**src/rtl/seq_det_pkg.sv**
```systemverilog
// Shared definitions for the time-shared 1011 sequence detector:
// state encodings, state width and the single next-state function.
package seq_det_pkg;

  localparam int STATE_W = 3;

  typedef enum logic [STATE_W-1:0] {
    S0 = 3'b000,  // idle / no progress
    S1 = 3'b001,  // seen "1"
    S2 = 3'b010,  // seen "10"
    S3 = 3'b011,  // seen "101"
    S4 = 3'b100   // seen "1011" (pattern complete, overlapping)
  } state_t;

  // Overlapping 1011 detector transition function.
  function automatic state_t next_state(input state_t cur, input logic bit_in);
    state_t nxt;
    case (cur)
      S0:      nxt = bit_in ? S1 : S0;
      S1:      nxt = bit_in ? S1 : S2;
      S2:      nxt = bit_in ? S3 : S0;
      S3:      nxt = bit_in ? S4 : S2;
      S4:      nxt = bit_in ? S1 : S2;
      default: nxt = S0;
    endcase
    return nxt;
  endfunction

endpackage

```
**src/rtl/rr_arbiter.sv**
```systemverilog
// Round-robin one-hot grant: first requester searching upward from ptr+1,
// wrapping around to 0. Purely combinational.
module rr_arbiter #(
  parameter int N = 4
) (
  input  logic [N-1:0]         req,
  input  logic [$clog2(N)-1:0] ptr,
  output logic [N-1:0]         grant
);

  logic found;

  // Pick the lowest requester above ptr; failing that, the lowest overall.
  always_comb begin
    // NOTE: every variable written here gets a default first, so no path
    // leaves it unassigned and no latch is inferred.
    grant = '0;
    found = 1'b0;
    for (int i = 0; i < N; i++) begin
      if (!found && req[i] && (i > int'(ptr))) begin
        grant[i] = 1'b1;
        found    = 1'b1;
      end
    end
    for (int i = 0; i < N; i++) begin
      if (!found && req[i]) begin
        grant[i] = 1'b1;
        found    = 1'b1;
      end
    end
  end

endmodule

```
**src/rtl/seq_detect_arbiter.sv**
```systemverilog
// NCH serial requesters share one 1011 detector next-state function.
// A round-robin arbiter grants one channel per cycle; that channel's saved
// state is advanced and completed patterns are reported one cycle later.
module seq_detect_arbiter
  import seq_det_pkg::*;
#(
  parameter int NCH = 4,
  parameter int CW  = 16
) (
  input  logic                   clk,
  input  logic                   reset,
  input  logic [NCH-1:0]         req_valid,
  input  logic [NCH-1:0]         req_bit,
  output logic [NCH-1:0]         req_ready,
  input  logic [NCH-1:0]         ch_clear,
  output logic                   hit_valid,
  output logic [$clog2(NCH)-1:0] hit_ch,
  output logic [CW-1:0]          hit_total
);

  localparam int              IW        = $clog2(NCH);
  localparam logic [IW-1:0]   PTR_RST   = IW'(NCH - 1);
  localparam logic [CW-1:0]   TOTAL_MAX = '1;

  state_t          state_q [NCH];
  state_t          state_d [NCH];
  logic [IW-1:0]   ptr_q, ptr_d;
  logic            hit_valid_q, hit_valid_d;
  logic [IW-1:0]   hit_ch_q, hit_ch_d;
  logic [CW-1:0]   hit_total_q, hit_total_d;

  logic [NCH-1:0]  grant;
  logic            xfer;
  logic [IW-1:0]   gnt_idx;
  state_t          cur_state, nxt_state;
  logic            cur_bit;
  logic            gnt_clear;

  rr_arbiter #(.N(NCH)) u_arb (
    .req   (req_valid),
    .ptr   (ptr_q),
    .grant (grant)
  );

  // Grants are suppressed while reset is held so nothing is accepted then.
  assign req_ready = reset ? grant : '0;

  // Mux the granted channel onto the single shared next-state function.
  always_comb begin
    xfer      = |(req_valid & req_ready);
    gnt_idx   = '0;
    cur_state = S0;
    cur_bit   = 1'b0;
    gnt_clear = 1'b0;
    for (int i = 0; i < NCH; i++) begin
      if (req_ready[i]) begin
        gnt_idx   = IW'(i);
        cur_state = state_q[i];
        cur_bit   = req_bit[i];
        gnt_clear = ch_clear[i];
      end
    end
    nxt_state = next_state(cur_state, cur_bit);
  end

  // Next-state for pointer, saved states, hit pulse and saturating total.
  always_comb begin
    ptr_d       = ptr_q;
    hit_valid_d = 1'b0;
    hit_ch_d    = '0;
    hit_total_d = hit_total_q;
    for (int i = 0; i < NCH; i++) begin
      state_d[i] = state_q[i];
    end
    if (xfer) begin
      ptr_d = gnt_idx;
      for (int i = 0; i < NCH; i++) begin
        if (req_ready[i]) state_d[i] = nxt_state;
      end
      // A clear on the granted channel discards the bit, so no hit either.
      if (nxt_state == S4 && !gnt_clear) begin
        hit_valid_d = 1'b1;
        hit_ch_d    = gnt_idx;
        if (hit_total_q != TOTAL_MAX) hit_total_d = hit_total_q + 1'b1;
      end
    end
    // Clear wins over any update made by a coincident transfer.
    for (int i = 0; i < NCH; i++) begin
      if (ch_clear[i]) state_d[i] = S0;
    end
  end

  // State registers with synchronous active-low reset.
  always_ff @(posedge clk) begin
    // NOTE: non-blocking assignments so every flop samples pre-edge values.
    if (!reset) begin
      // NOTE: saved states are ordinary flops, not a RAM, so they take the
      // reset with everything else and partial progress is discarded.
      for (int i = 0; i < NCH; i++) begin
        state_q[i] <= S0;
      end
      ptr_q       <= PTR_RST;
      hit_valid_q <= 1'b0;
      hit_ch_q    <= '0;
      hit_total_q <= '0;
    end else begin
      for (int i = 0; i < NCH; i++) begin
        state_q[i] <= state_d[i];
      end
      ptr_q       <= ptr_d;
      hit_valid_q <= hit_valid_d;
      hit_ch_q    <= hit_ch_d;
      hit_total_q <= hit_total_d;
    end
  end

  assign hit_valid = hit_valid_q;
  assign hit_ch    = hit_ch_q;
  assign hit_total = hit_total_q;

endmodule

```
**config.mk**
```make
export PLATFORM = sky130hd
export DESIGN_NAME = seq_detect_arbiter
export DESIGN_NICKNAME = d
export VERILOG_FILES = /design/src/rtl/seq_det_pkg.sv /design/src/rtl/rr_arbiter.sv /design/src/rtl/seq_detect_arbiter.sv
export SDC_FILE = /design/constraint.sdc
export NUM_CORES = 1
export LEC_CHECK = 0
export CORE_AREA = 3 3 63 77
export CTS_BUF_LIST = sky130_fd_sc_hd__clkbuf_4 sky130_fd_sc_hd__clkbuf_8
export CTS_CLUSTER_SIZE = 12
export DETAILED_ROUTE_END_ITERATION = 12
export DIE_AREA = 0 0 66 80
export HOLD_SLACK_MARGIN = 0.05
export PLACE_DENSITY = 0.77
export SETUP_SLACK_MARGIN = 0.1
export SYNTH_ARGS = -nofsm -noshare
export SYNTH_HDL_FRONTEND = slang
export SYNTH_HIERARCHICAL = 1
export SYNTH_SLANG_ARGS = --single-unit
```
**constraint.sdc**
```tcl
create_clock -name clk -period 2.54 [get_ports clk]
set_input_delay 0.381 -clock clk [delete_from_list [all_inputs] [get_ports clk]]
set_output_delay 0.381 -clock clk [all_outputs]
set_load 0.02 [all_outputs]
```
# Word level (Yosys, flattened, before mapping)

Memories as Yosys holds them, arrays and structs flattened.
Index checks and enable logic that the tools add are counted.

Add/sub/neg operators: 1
$lt $le $gt $ge: 3
Equal/unequal tests: 6
Muxes and demuxes: 49
Bitwise gates (word level): 5
Reduce and logical (&&, ||, !) cells: 23

Operators with widths:

| kind                  | count |
|---|---|
| $mux 3                | 17 |
| $mux 1                | 25 |
| $add 16x1->16 const B | 1 |
| $ne 16x16->1 const B  | 1 |
| $mux 12               | 1 |
| $pmux 3 s4            | 1 |
| $logic_and 1x1->1     | 10 |
| $mux 2                | 4 |
| $logic_not 1->1       | 7 |
| $eq 3x2->1 const B    | 2 |
| $eq 3x3->1 const B    | 2 |
| $reduce_and 3->1      | 2 |
| $and 4x4->4           | 1 |
| $gt 2x2->1 const A    | 2 |
| $mux 4                | 1 |
| $or 1x1->1            | 4 |
| $reduce_or 4->1       | 1 |
| $eq 3x1->1 const B    | 1 |
| $logic_not 3->1       | 1 |
| $gt 1x2->1 const A    | 1 |
| $reduce_and 2->1      | 1 |
| $reduce_or 2->1       | 1 |

Register bits after elaboration: 21
RAM bits: 12
Input port bits: 14
Output and inout port bits: 23
Logic and storage cells: 92
Memories: 1

Memories:

| name    | depth | width | read ports | clocked after memory_dff | write ports | line                     | source |
|---|---|---|---|---|---|---|---|
| state_q | 4     | 3     | 4          | 0                        | 4           | seq_detect_arbiter.sv:25 | `state_t state_q [NCH];` |

# Depth between registers and ports, before layout

Gate-level depths: netlist of run 1.

Depth after elaboration: 35
Mapped depth: 10
Mapped depth without buffers: 9

# By module

Netlist of run 1, hierarchy kept.

Modules (own cells, without submodules):

| module             | instances | cells each | area an instance (um^2) | sequential area each (um^2) |
|---|---|---|---|---|
| seq_detect_arbiter | 1         | 231        | 1931.9                  | 660.6 |
| rr_arbiter         | 1         | 16         | 97.6                    | 0.0 |

# Worst setup path before layout of run 1

OpenSTA, ideal clock, no wires.

Path kind: register to register
Start point: reg ptr_q[1]
End point: reg hit_total_q[8] (netlist: hit_total[8])
Library setup time: 0.072 ns
Data arrival time: 2.503 ns
Data required time: 2.468 ns
Path slack: -0.034 ns
Cell stages (with the launch flop): 10
Path buffers: 1
Clock period less this slack: 2.574 ns
Path through: dfxtp_1 -> nor2_1 -> o311a_1 -> buf_4 -> nand3b_1 -> a211oi_2 -> nand3_4 -> or3_4 -> nor4_1 -> mux2i_1

Elaborated cells on any way between the ends: 60
Classes of those cells: order compare: 3; eq/ne: 5; mux: 30; bitwise: 1; reduce/logical: 21

RTL lines:

| item                                     | line                      | source |
|---|---|---|
| start: declaration                       | seq_detect_arbiter.sv:27  | `logic [IW-1:0] ptr_q, ptr_d;` |
| start signal: assignment                 | seq_detect_arbiter.sv:110 | `ptr_q <= ptr_d;` |
| $gt 1x2->1                               | rr_arbiter.sv:20          | `if (!found && req[i] && (i > int'(ptr))) begin` |
| $logic_and 1x1->1                        | rr_arbiter.sv:20          |  |
| $mux 1                                   | rr_arbiter.sv:20          |  |
| $logic_not 1->1                          | rr_arbiter.sv:20          |  |
| $logic_and 1x1->1 (2 in a row)           | rr_arbiter.sv:20          |  |
| $mux 1                                   | rr_arbiter.sv:20          |  |
| $logic_not 1->1                          | rr_arbiter.sv:20          |  |
| $logic_and 1x1->1 (2 in a row)           | rr_arbiter.sv:20          |  |
| [7 not listed]                           | -                         |  |
| named net grant[1]                       | seq_detect_arbiter.sv:32  | `logic [NCH-1:0] grant;` |
| $mux 4 *                                 | seq_detect_arbiter.sv:46  | `assign req_ready = reset ? grant : '0;` |
| $mux 3 (3 in a row)                      | seq_detect_arbiter.sv:56  | `if (req_ready[i]) begin` |
| $eq 3x3->1 or $eq 3x1->1 (tied branches) | seq_det_pkg.sv:18         | `case (cur)` |
| $reduce_or 2->1 (no source line)         | -                         |  |
| $pmux 3 s4                               | seq_det_pkg.sv:18         |  |
| $eq 3x3->1                               | seq_detect_arbiter.sv:81  | `if (nxt_state == S4 && !gnt_clear) begin` |
| $logic_and 1x1->1                        | seq_detect_arbiter.sv:81  |  |
| $reduce_and 3->1 (no source line) *      | -                         |  |
| end signal: assignment                   | seq_detect_arbiter.sv:113 | `hit_total_q <= hit_total_d;` |
| end: declaration                         | seq_detect_arbiter.sv:30  | `logic [CW-1:0] hit_total_q, hit_total_d;` |

The timed path passes the listed nets; every way through them passes the cells marked *.
A chain may end at the register's enable or synchronous reset.

==> reports/results.ini, run 1 <==
[clock_tree]
cts.path.max_buffers=2
cts_tree=yes
clkSlewWorstSetupHoldPaths_ps=70
cts.sinks=33
clockRootBuffer=clkbuf_8
cts_buffers=5
htreeDepth=2
clk_latency_ps=290
holdBufCountCts=0

[setup_path]
worst_r2r_endpoint=state_q[1][0]$_SDFFE_PP0P_
path_class=reg2reg
endpoint_kind=register
reg2reg_depth=12
r2r-start=ptr_q[0]$_SDFFE_PN1N_
rrSetupSlack_ps=5
crit_required_ps=2750
crit_path_start_kind=register
cp_max_fo=7
critPathArrivalTime_ps=2750

[yosys]
postSynthAreaPerCell_sq_um=8.22
synth_nets=262
synth-edff-count=0
ys_async_sr_fraction=0
syn_area_sq_um=2030
ys_seq_elements=33
yosysWarningCount=6
synthFlopType=dfxtp_1
synth_cell_types=56
syn_inst=247
synth_seq_area_share=0.326

[route]
vias=2174
routed_wl_mm=6.18
wl_per_cell_um=16.2
ant_nets=0
drt_iter0_drc=117
first_pass_iters=4
vias_per_cell=5.71
drc=0

[global_routing]
grt_pass1_vias=2079
grt_pass1_wl_mm=9.47
antenna_found_initial=0
gr-total-overflow=0
grt_usage=0.234
grt_max_degree=26

[sta]
period_needed_ps=2530
worst_pin_slew_ps=461
setup_viol=0
finalCritPeriodShare=0.998
setup_slack_ps=5.17
final_hold_viol_count=0
rsz0062_at_grt=yes
slew_headroom=0.692
final.setup_skew_ps=8.64
fmaxAchievable_ghz=0.395
fin_setup_tns_ps=0
drv_slew=0

[layout]
multi_input_area_sq_um=1490
regArea_sq_um=668
fillers=293
drive_gt1_frac=0.338
nets=339
area_delta_synth_final_pct=51.8
antenna_cells=0
layout_commonest_cell=nand2_1
layout_common_cells=nand2_1, dfxtp_1, buf_4, clkdlybuf4s50_1, nor2_1

[die]
die_w_um=66
num_io_pins=37
rows=26
start_util=0.484
core_sq_um=4200
die_y_um=80
dieArea_sq_um=5280

[worst_hold_path]
min_path_cells=2
worstHoldPathType=reg2reg
hold_path.startpoint=state_q[1][2]$_SDFFE_PP0P_
min_to=state_q[1][2]$_SDFFE_PP0P_

[flow_run]
max_cap_violations=0

[placed_design]
hpwl_mm=4.10
io_buffers=36
post-place-ws_ps=-608
place_congestion=0.881

[power]
irDropWorstVdd_uv=375
p_leak_nw=1.13
power.density_nw_per_um2=419

[outcome]
status=complete, no violations

==> worst max-delay path by stage <==
stage / startpoint / endpoint / slack, ps / cells after the start
floorplan: ptr_q[1]$_SDFFE_PN1N_ / hit_total[6]$_SDFFE_PN0P_ / 80 / 9
global placement: req_valid[1] / state_q[3][0]$_SDFFE_PP0P_ / -560 / 10
detailed placement: req_valid[1] / state_q[1][0]$_SDFFE_PP0P_ / -610 / 10
CTS: ptr_q[1]$_SDFFE_PN1N_ / hit_total[5]$_SDFFE_PN0P_ / 20 / 11
global route: ptr_q[1]$_SDFFE_PN1N_ / state_q[0][1]$_SDFFE_PP0P_ / -80 / 12
finish: ptr_q[0]$_SDFFE_PN1N_ / state_q[1][0]$_SDFFE_PP0P_ / 5 / 12
==> area by class of cell <==
class                   count  share of cell area
well taps                  56              0.0227
multi-input cells         195               0.483
clock buffers               5              0.0223
clock inverters             3             0.00568
repair buffers             80               0.238
inverters                   9              0.0118
flip-flops and latches     33               0.217
==> Yosys cell counts, drive strengths merged (2+ instances only) <==
master | count | area share
nand2 | 40 | 0.074
dfxtp | 33 | 0.33
nor2 | 23 | 0.043
a21oi | 13 | 0.038
nand3 | 11 | 0.033
nand2b | 10 | 0.031
nor3 | 10 | 0.030
inv | 9 | 0.017
xnor2 | 8 | 0.035
a211oi | 7 | 0.028
mux2i | 7 | 0.035
buf | 6 | 0.023
and2 | 5 | 0.015
nor3b | 5 | 0.023
o21ai | 5 | 0.012
clkbuf | 4 | 0.0074
nand3b | 4 | 0.021
nand4 | 4 | 0.012
nor2b | 4 | 0.012
o31ai | 4 | 0.015
nand4b | 3 | 0.013
o211ai | 3 | 0.011
a22oi | 2 | 0.0074
a311oi | 2 | 0.017
and3 | 2 | 0.0062
nor4 | 2 | 0.0062
o2111ai | 2 | 0.017
o211a | 2 | 0.0099
or2 | 2 | 0.0062
==> kinds of logic after synthesis <==
| kind of cell | share of synthesized area |
|---|---|
| XOR/XNOR | 0.0345 |
| flip-flops | 0.326 |
| multiplexers | 0.0345 |
| AO/OA/AOI/OAI | 0.192 |
| buffers and inverters | 0.0468 |
| adder cells (fa/ha/maj) | 0.0111 |
| AND/OR/NAND/NOR | 0.355 |
==> where the power goes <==
part	total [mW]	internal (mW)	switching, mW
Clock	0.402	0.189	0.213
Combinational	0.358	0.172	0.186
Sequential	0.532	0.522	0.0101
Total	1.29	0.883	0.409
==> critical path: stages (launching register included) <==
cell,delay (ps)
dfxtp_4,380
inv_4,60
a211oi_2,50
o31a_2,390
buf_2,180
nor3b_1,300
a211oi_2,70
buf_4,170
buf_6,110
nand2_1,150
maj3_1,220
nand3_2,130
o31ai_1,250
==> registers in the layout, summed over array words and instances (netlist names) <==
register   count
hit_total     16
hit_ch         2
state_q       12
hit_valid      1
ptr_q          2
==> stage by stage <==
step	util	hold slack, ps	power, mW	instances	area, sq um
detailed placement	0.639	463	0.820	362	2680
global route	0.734	497	1.35	381	3080
global placement	0.639	454	0.816	362	2680
CTS	0.680	473	1.23	373	2850
floorplan	-	436	0.709	247	2060
finish	0.734	477	1.29	381	3080
==> metal layers <==
layer / part of all wire / vias to the layer above / global-route usage
li1: - / 1044 / -
met2: 0.54 / 65 / 0.433
met3: 0.041 / 20 / 0.0437
met1: 0.38 / 1045 / 0.243
met4: 0.036 / 0 / 0.124
met5: 0 / - / 0
==> repair_timing <==
action                     4_1_cts  5_1_grt
resized for setup               20       48
buffers inserted                 3        7
pin swaps                        8       17
setup endpoints to repair       35       30
cloned                           0        1
Power figures use the tool's default switching activity.
==> run 2, diff against run 1 <==
- CTS_BUF_LIST: sky130_fd_sc_hd__clkbuf_4 sky130_fd_sc_hd__clkbuf_8 -> sky130_fd_sc_hd__clkbuf_2 sky130_fd_sc_hd__clkbuf_4 sky130_fd_sc_hd__clkbuf_8
==> results of run 2 <==
The final DEF is identical to that of run 1; final timing and power are the same.
==> run 3, diff against run 2 <==
- ABC_CLOCK_PERIOD_IN_PS: unset -> 2540
==> results of run 3 <==
The final DEF is identical to that of run 1; final timing and power are the same.
